## config.mk

```make
export PLATFORM = sky130hd
export DESIGN_NAME = reset_sched
export DESIGN_NICKNAME = d
export VERILOG_FILES = /design/src/rtl/reset_pkg.sv /design/src/rtl/lock_loss_filter.sv /design/src/rtl/reset_sched.sv
export SDC_FILE = /design/constraint.sdc
export NUM_CORES = 1
export LEC_CHECK = 0
export BUFFER_PORTS_ARGS = -buffer_cell sky130_fd_sc_hd__buf_2
export CORE_AREA = 10 10 102 104
export DETAILED_ROUTE_END_ITERATION = 8
export DIE_AREA = 0 0 112 114
export PLACE_DENSITY_LB_ADDON = 0.2
export SYNTH_ARGS = -nofsm -noshare
export SYNTH_HDL_FRONTEND = slang
export SYNTH_SLANG_ARGS = --single-unit
```

## constraint.sdc

```tcl
create_clock -name clk40 -period 3.7 [get_ports clk40]
set_input_delay 0.37 -clock clk40 [delete_from_list [all_inputs] [get_ports clk40]]
set_output_delay 0.37 -clock clk40 [all_outputs]
set_load 0.02 [all_outputs]
```

## src/rtl/reset_pkg.sv

```systemverilog
// Shared definitions for the reset scheduler: FSM encoding, default timing, counter width.
package reset_pkg;

   typedef enum logic [1:0] {
      ST_IDLE  = 2'd0,
      ST_ISSUE = 2'd1,
      ST_WAIT  = 2'd2,
      ST_CHECK = 2'd3
   } state_t;

   // Wait / check counter width; covers both the full wait and the lock timeout.
   localparam int CNT_W = 24;

   localparam int unsigned DEF_FULL_CYCLES  = 32'd8500021;
   localparam int unsigned DEF_PART_CYCLES  = 32'd11;
   localparam int unsigned DEF_LOCK_TIMEOUT = 32'd400000;
   localparam int unsigned DEF_MAX_RETRY    = 32'd3;
   localparam int unsigned DEF_LOSS_FILT    = 32'd4;

endpackage

```

## src/rtl/lock_loss_filter.sv

```systemverilog
// Consecutive-low filter on dcm_locked; emits a one-cycle loss pulse on the
// LOSS_FILT-th consecutive low sample while enabled.
module lock_loss_filter #(
   parameter int unsigned LOSS_FILT = 4
) (
   input  logic clk_i,
   input  logic rst_i,
   input  logic en_i,
   input  logic locked_i,
   output logic loss_o
);

   localparam int CW = $clog2(LOSS_FILT + 1);
   localparam logic [CW-1:0] LAST_LOW = CW'(LOSS_FILT - 1);
   localparam logic [CW-1:0] ONE      = CW'(1);

   logic [CW-1:0] low_cnt_q;

   // Loss fires on the cycle holding LOSS_FILT-1 earlier lows plus a current low.
   assign loss_o = en_i && !locked_i && (low_cnt_q == LAST_LOW);

   // Count consecutive low samples; any high, disable or fired loss restarts the run.
   always_ff @(posedge clk_i or posedge rst_i) begin
      if (rst_i) begin
         low_cnt_q <= '0;
      end else if (!en_i || locked_i || loss_o) begin
         low_cnt_q <= '0;
      end else begin
         low_cnt_q <= low_cnt_q + ONE;
      end
   end

endmodule

```

## src/rtl/reset_sched.sv

```systemverilog
// Reset scheduler in front of the 40 MHz DCM/IDELAY reset sequencer: arbitrates
// power-on, host and lock-loss requests, models sequencer busy time, checks DCM
// lock after full resets with bounded retry, and reports status.
//
// Request semantics: host_full_req / host_idelay_req are levels sampled on every
// clk40 edge; each sampled-high cycle latches a pending flag (no ready/ack). The
// trigger outputs are single-cycle pulses with no back-pressure from the sequencer.
module reset_sched
   import reset_pkg::*;
#(
   parameter int unsigned FULL_CYCLES  = DEF_FULL_CYCLES,
   parameter int unsigned PART_CYCLES  = DEF_PART_CYCLES,
   parameter int unsigned LOCK_TIMEOUT = DEF_LOCK_TIMEOUT,
   parameter int unsigned MAX_RETRY    = DEF_MAX_RETRY,
   parameter int unsigned LOSS_FILT    = DEF_LOSS_FILT
) (
   input  logic       clk40,
   input  logic       rst,
   input  logic       host_full_req,
   input  logic       host_idelay_req,
   input  logic       dcm_locked,
   output logic       full_rst_trig,
   output logic       idelay_rst_trig,
   output logic       busy,
   output logic       done,
   output logic       fail,
   output logic [1:0] retry_cnt,
   output logic [7:0] loss_cnt,
   output state_t     state_dbg
);

   localparam logic [CNT_W-1:0] FULL_LOAD = CNT_W'(FULL_CYCLES - 1);
   localparam logic [CNT_W-1:0] PART_LOAD = CNT_W'(PART_CYCLES - 1);
   localparam logic [CNT_W-1:0] TIMEOUT   = CNT_W'(LOCK_TIMEOUT);
   localparam logic [CNT_W-1:0] CNT_ONE   = CNT_W'(1);
   localparam logic [1:0]       RETRY_LIM = 2'(MAX_RETRY);

   state_t           state_q;
   logic             serve_full_q;  // sequence in flight is a full reset
   logic             pend_full_q;
   logic             pend_idle_q;
   logic             lock_ok_q;
   logic [CNT_W-1:0] cnt_q;
   logic             full_trig_q;
   logic             idel_trig_q;
   logic             busy_q;
   logic             done_q;
   logic             fail_q;
   logic [1:0]       retry_q;
   logic [7:0]       loss_q;

   logic       loss;
   logic       mon_en;
   logic       idle_req_ok;
   logic [1:0] retry_d;
   logic [7:0] loss_d;

   // Lock is only supervised while idle after a verified lock.
   assign mon_en      = (state_q == ST_IDLE) && lock_ok_q;
   // An idelay request is dropped while failed or while a full reset is active.
   assign idle_req_ok = !fail_q && !(serve_full_q && (state_q != ST_IDLE));
   assign retry_d     = retry_q + 2'd1;
   assign loss_d      = (loss_q == 8'hFF) ? loss_q : loss_q + 8'd1;

   lock_loss_filter #(
      .LOSS_FILT(LOSS_FILT)
   ) u_loss_filt (
      .clk_i   (clk40),
      .rst_i   (rst),
      .en_i    (mon_en),
      .locked_i(dcm_locked),
      .loss_o  (loss)
   );

   // Scheduler FSM with registered outputs; request/loss updates come last so they win.
   always_ff @(posedge clk40 or posedge rst) begin
      if (rst) begin
         state_q      <= ST_IDLE;
         serve_full_q <= 1'b0;
         pend_full_q  <= 1'b1;
         pend_idle_q  <= 1'b0;
         lock_ok_q    <= 1'b0;
         cnt_q        <= '0;
         full_trig_q  <= 1'b0;
         idel_trig_q  <= 1'b0;
         busy_q       <= 1'b0;
         done_q       <= 1'b0;
         fail_q       <= 1'b0;
         retry_q      <= 2'd0;
         loss_q       <= 8'd0;
      end else begin
         full_trig_q <= 1'b0;
         idel_trig_q <= 1'b0;
         done_q      <= 1'b0;
         case (state_q)
            ST_IDLE: begin
               if (pend_full_q) begin
                  state_q      <= ST_ISSUE;
                  serve_full_q <= 1'b1;
                  full_trig_q  <= 1'b1;
                  busy_q       <= 1'b1;
               end else if (pend_idle_q) begin
                  state_q      <= ST_ISSUE;
                  serve_full_q <= 1'b0;
                  idel_trig_q  <= 1'b1;
                  busy_q       <= 1'b1;
               end
            end
            ST_ISSUE: begin
               // A full reset includes the idelay reset, so both flags clear.
               pend_idle_q <= 1'b0;
               if (serve_full_q) begin
                  pend_full_q <= 1'b0;
               end
               cnt_q   <= serve_full_q ? FULL_LOAD : PART_LOAD;
               state_q <= ST_WAIT;
            end
            ST_WAIT: begin
               if (cnt_q == '0) begin
                  if (serve_full_q) begin
                     cnt_q   <= '0;
                     state_q <= ST_CHECK;
                  end else begin
                     done_q  <= 1'b1;
                     busy_q  <= 1'b0;
                     state_q <= ST_IDLE;
                  end
               end else begin
                  cnt_q <= cnt_q - CNT_ONE;
               end
            end
            ST_CHECK: begin
               if (dcm_locked) begin
                  done_q    <= 1'b1;
                  busy_q    <= 1'b0;
                  lock_ok_q <= 1'b1;
                  retry_q   <= 2'd0;
                  state_q   <= ST_IDLE;
               end else if (cnt_q == TIMEOUT) begin
                  retry_q <= retry_d;
                  if (retry_d == RETRY_LIM) begin
                     fail_q    <= 1'b1;
                     lock_ok_q <= 1'b0;
                     busy_q    <= 1'b0;
                     state_q   <= ST_IDLE;
                  end else begin
                     full_trig_q <= 1'b1;
                     state_q     <= ST_ISSUE;
                  end
               end else begin
                  cnt_q <= cnt_q + CNT_ONE;
               end
            end
            default: state_q <= ST_IDLE;
         endcase
         if (loss) begin
            pend_full_q <= 1'b1;
            lock_ok_q   <= 1'b0;
            loss_q      <= loss_d;
         end
         if (host_full_req) begin
            pend_full_q <= 1'b1;
            fail_q      <= 1'b0;
            retry_q     <= 2'd0;
         end
         if (host_idelay_req && idle_req_ok) begin
            pend_idle_q <= 1'b1;
         end
      end
   end

   assign full_rst_trig   = full_trig_q;
   assign idelay_rst_trig = idel_trig_q;
   assign busy            = busy_q;
   assign done            = done_q;
   assign fail            = fail_q;
   assign retry_cnt       = retry_q;
   assign loss_cnt        = loss_q;
   assign state_dbg       = state_q;

endmodule

```

# == Word level (Yosys, flattened, before mapping) ==
# Index checks and enable logic that the tools add are counted.
# classes
addsub,5
multipliers,0
n_div,0
magnitude_cmp,0
eq_ne,16
shifts,0
mux,55
bitwise,1
n_reduce_logical,37
# ops
cell,n
$mux W24,5
$pmux W24 S3,1
$mux W1,34
$add A24 B1 Y24 const B,1
$eq A24 B19 Y1 const B,1
$logic_not A24 Y1,1
$sub A24 B1 Y24 const B,1
$reduce_bool A3 Y1,7
$mux W2,10
$reduce_bool A2 Y1,7
$ne A3 B3 Y1 const B,4
$ne A2 B2 Y1 const B,5
$add A8 B1 Y8 const B,1
$eq A8 B8 Y1 const B,1
$pmux W2 S4,1
$reduce_and A2 Y1,4
$reduce_and A4 Y1,2
$eq A2 B2 Y1 const B,3
$logic_and A1 B1 Y1,6
$reduce_and A3 Y1,2
$reduce_and A6 Y1,1
$logic_not A1 Y1,4
$pmux W1 S2,2
$add A3 B1 Y3 const B,1
8 further kinds,9
# word_totals
ff_bits,48
latchBits,0
ramBits,0
mem_bits_ro,0
input_bits,5
out_inout_bits,17
memories,0

# == Depth between registers and ports, before layout ==
# logic_depth
depth_word,7
mapped_depth,11

# == Hierarchy ==
# Synthesis repeated with hierarchy kept, for this count alone.
# unflattened
cells_unflattened,424
hier_area_um2,3565.9
# modules_own_cells
module,n_inst,cells_each,area_per_inst_um2,seq_area_each_um2
reset_sched,1,413,3418.3,1127.3
lock_loss_filter,1,11,147.6,75.1

# == Worst setup path after synthesis ==
# Ideal clock, no wire load.
# synth_timing
path_type,reg2reg
startpoint,register cnt_q[0]
endpoint,register cnt_q[1]
t_arrival_ns,2.544
slack_ns,1.025
path_stages_with_launch,12
n_path_buf,3
period_less_slack_ns,2.675
cell_sequence,dfrtp_1 -> inv_1 -> ha_1 -> or3b_1 -> buf_2 -> or4b_1 -> buf_2 -> o31ai_4 -> buf_6 -> nor2_1 -> a211oi_2 -> a21oi_1
# synth_between
elab_chain_cells,4
word_cells_on_any_way,11
cone_classes,2 x add/sub; 3 x eq/ne; 4 x mux; 2 x reduce/logical
# synth_lines
element,line_no,text
from (decl),reset_sched.sv:43,logic [CNT_W-1:0] cnt_q;
from (signal assigned),reset_sched.sv:115,cnt_q <= serve_full_q ? FULL_LOAD : PART_LOAD;
from (signal assigned),reset_sched.sv:129,cnt_q <= cnt_q - CNT_ONE;
from (signal assigned),reset_sched.sv:151,cnt_q <= cnt_q + CNT_ONE;
$add A24 B1 Y24,reset_sched.sv:151,
$mux W24,reset_sched.sv:139,end else if (cnt_q == TIMEOUT) begin
$mux W24,reset_sched.sv:133,if (dcm_locked) begin
$pmux W24 S3,reset_sched.sv:95,case (state_q)
# Parallel ways exist; a longest one is shown, timed or not. The select of a mux whose other input is x is not followed.
# A chain may end at the register's enable or synchronous reset.

# == Worst setup path in the final report ==
# layout_timing
startpoint,register cnt_q[0]
endpoint,register cnt_q[12]
# Same word-level chain as after synthesis.

==> flow_metrics.py <==
metrics = {
    "timing": {
        "drv_slew": 0,
        "timing.final.crit_share_pct": 85.90,
        "clock_skew_ps": 2.680,
        "worst_pin_slew_ps": 1059,
        "rsz0062_at_grt": "false",
        "hold_violations": 0,
        "fmax_mhz": 314.6,
        "setup_viol": 0,
        "hold_ws_ps": 267.2,
        "slew_headroom_pct": 29.32,
        "period_needed_ps": 3178,
        "tns_ps": 0,
        "setup_ws_ps": 521.7,
    },
    "place": {
        "place_area_um2": 3475,
        "place_hpwl_um": 6315,
        "pre_cts_ws_ps": 529.7,
        "gp_congestion": 0.8842,
        "place_inst": 501,
        "io_buffers": 21,
    },
    "clocking": {
        "numCtsBuffers": 5,
        "cts.path.max_buffers": 2,
        "cts-root-buf": "clkbuf_8",
        "cts-resized-gates": 0,
        "postCtsHoldBufs": 0,
        "cts_sinks": 48,
        "cts_tree": "built",
        "clock_latency_ps": 310,
        "clk_pin_slew_ps": 100,
        "cts_setup_buffers": 0,
        "cts_htree_levels": 2,
    },
    "logic_synthesis": {
        "syn-cell-area_um2": 3297,
        "synth_area_leader_cell": "dfrtp_1",
        "synthFlopType": "dfrtp_1",
        "synth_warnings": 0,
        "syn_area_per_cell_um2": 8.454,
        "syn_inst": 390,
        "synth_top_area_share_pct": 35.67,
        "async_flop_share_pct": 100.0,
        "synthTopCellsByArea": "dfrtp_1 (36%), xnor2_1 (4.8%), a21oi_1 (3.9%), ha_1 (3.8%), nor2_1 (3.1%)",
        "synth_seq_cells": 48,
        "synth-seq-area-share_pct": 36.47,
        "synth_edf_count": 0,
        "syn-num-nets": 405,
        "synth.top_cells.by_count": "dfrtp_1 (47), nor2_1 (27), a21oi_1 (26), nand2_1 (25), inv_1 (22)",
        "synth_most_common_cell": "dfrtp_1",
        "synth_cell_types": 62,
    },
    "floorplan": {
        "start_util_pct": 38.94,
        "die-width_um": 112,
        "boundaryPins": 22,
        "die_y_um": 114,
        "rows": 34,
        "design.core.area_um2": 8466,
        "die_area_um2": 12770,
    },
    "worst_hold_path": {
        "hold_path.class": "in -> reg",
    },
    "worst_setup_path": {
        "path_class": "reg -> reg",
        "worst_setup_path_end_kind": "flop",
        "worstPathArrival_ps": 3380,
        "path_cells": "inv_1, ha_1, or3b_1, or4b_1, o31ai_4, buf_4, nor3_1, a211oi_1, o2bb2ai_1",
        "critical_path_buf_inv_count": 2,
        "crit_fanout": 10,
        "crit_path_max_incr_delay_ps": 720,
        "critical-path-slowest-cell": "or4b_1",
        "cp-start-kind": "flop",
        "crit_required_ps": 3900,
        "crit_family": "simple AND/OR/NAND/NOR gates",
    },
    "run_status": {
        "status": "complete, no violations",
    },
    "global_routing": {
        "met2_usage_pct": 23.70,
        "antenna_found_initial": 0,
        "grt_max_degree": 49,
        "overflow": 0,
        "grt_pass1_vias": 3058,
        "grt_use_total_pct": 14.51,
        "grt_pass1_wl_um": 15680,
        "groute.layer.met1.usage_pct": 18.66,
        "busiest_layer": "met2",
        "grtUsageMet3_pct": 2.415,
    },
    "cells_and_area": {
        "final_cells": 509,
        "layout-drive-gt1-share_pct": 12.97,
        "final_area_um2": 3572,
        "nets": 415,
        "utilization_pct": 42.20,
        "n_antenna_cell": 0,
        "area_growth_syn_to_layout_pct": 8.349,
        "fillers": 845,
    },
    "routing": {
        "drc": 0,
        "dr.first_iter.drc_count": 264,
        "dr.pass1.iters": 4,
        "wl_per_cell_um": 18.16,
        "dr_total_vias": 3062,
        "drt_wl_total_um": 9241,
        "routed_via_density": 6.016,
        "antenna_left": 0,
    },
    "power_and_ir_drop": {
        "leakagePower_nw": 1.451,
        "power_density_nw_per_um2": 712.0,
        "ir_drop_uv": 234.8,
        "fin_total_pwr_mw": 2.543,
    },
    "run": {
        "cap_violations": 0,
    },
}
==> cells by family after synthesis <==
family	after synthesis	synth area share, %
adder cells (fa/ha/maj)	10	3.795
multiplexers	3	1.025
XOR/XNOR	21	5.579
AO/OA/AOI/OAI	113	22.73
buffers and inverters	48	6.224
flip-flops	48	36.47
AND/OR/NAND/NOR	147	24.17
==> per-layer routing <==
metal	vias to the layer above	share of wire, %
li1	1465	-
met4	0	2.1
met3	15	5.5
met5	-	0
met2	95	47
met1	1487	45
==> area by class of cell <==
type | count | area [um2] | area share, %
multi-input cells | 294 | 1889 | 52.89
flip-flops and latches | 48 | 1202 | 33.66
repair buffers | 29 | 165.2 | 4.623
well taps | 108 | 135.1 | 3.783
clock buffers | 6 | 82.58 | 2.312
inverters | 22 | 82.58 | 2.312
clock inverters | 2 | 15.01 | 0.4203
==> placed cells by master (no fill, tap or decap), drive strengths merged, types with 10 or more instances in the layout <==
master / n
a31oi: 11
buf: 29
nor2: 27
nor4: 11
dfrtp: 47
a21oi: 26
nand3: 18
nand4: 15
nor3: 13
inv: 22
xnor2: 18
o21ai: 29
ha: 10
nand2: 25
==> report_power, final <==
group          internal [mW]  leakage, nW  switching, mW
combinational          0.480        0.792          0.860
clock                  0.152       0.0434          0.200
sequential             0.658        0.615          0.193
total                   1.29         1.45           1.25
==> sequential cells by signal, summed over array words and instances (netlist names) <==
name and count:
lock_ok_q 1, busy 1, serve_full_q 1, loss_cnt 8, pend_idle_q 1, idelay_rst_trig 1
fail 1, u_loss_filt.low_cnt_q 3, pend_full_q 1, retry_cnt 2, done 1, full_rst_trig 1
state_dbg 2, cnt_q 24
==> final timing paths <==
path                                                          from                                 end  slack (ps)  depth (start not counted)
worst max-delay path                          cnt_q[0]$_DFFE_PP0P_               cnt_q[12]$_DFFE_PP0P_         520                          9
worst min-delay path                                 host_full_req            retry_cnt[1]$_DFFE_PP0P_         270                          2
worst max register to register                cnt_q[0]$_DFFE_PP0P_               cnt_q[12]$_DFFE_PP0P_         520                          9
worst min register to register  u_loss_filt.low_cnt_q[0]$_DFF_PP0_  u_loss_filt.low_cnt_q[0]$_DFF_PP0_         440                          1
max in group asynchronous                                      rst               cnt_q[20]$_DFFE_PP0P_        2740                          2
min in group asynchronous                                      rst             loss_cnt[1]$_DFFE_PP0P_         310                          2
Note: power is estimated with default switching activity, not from simulation.
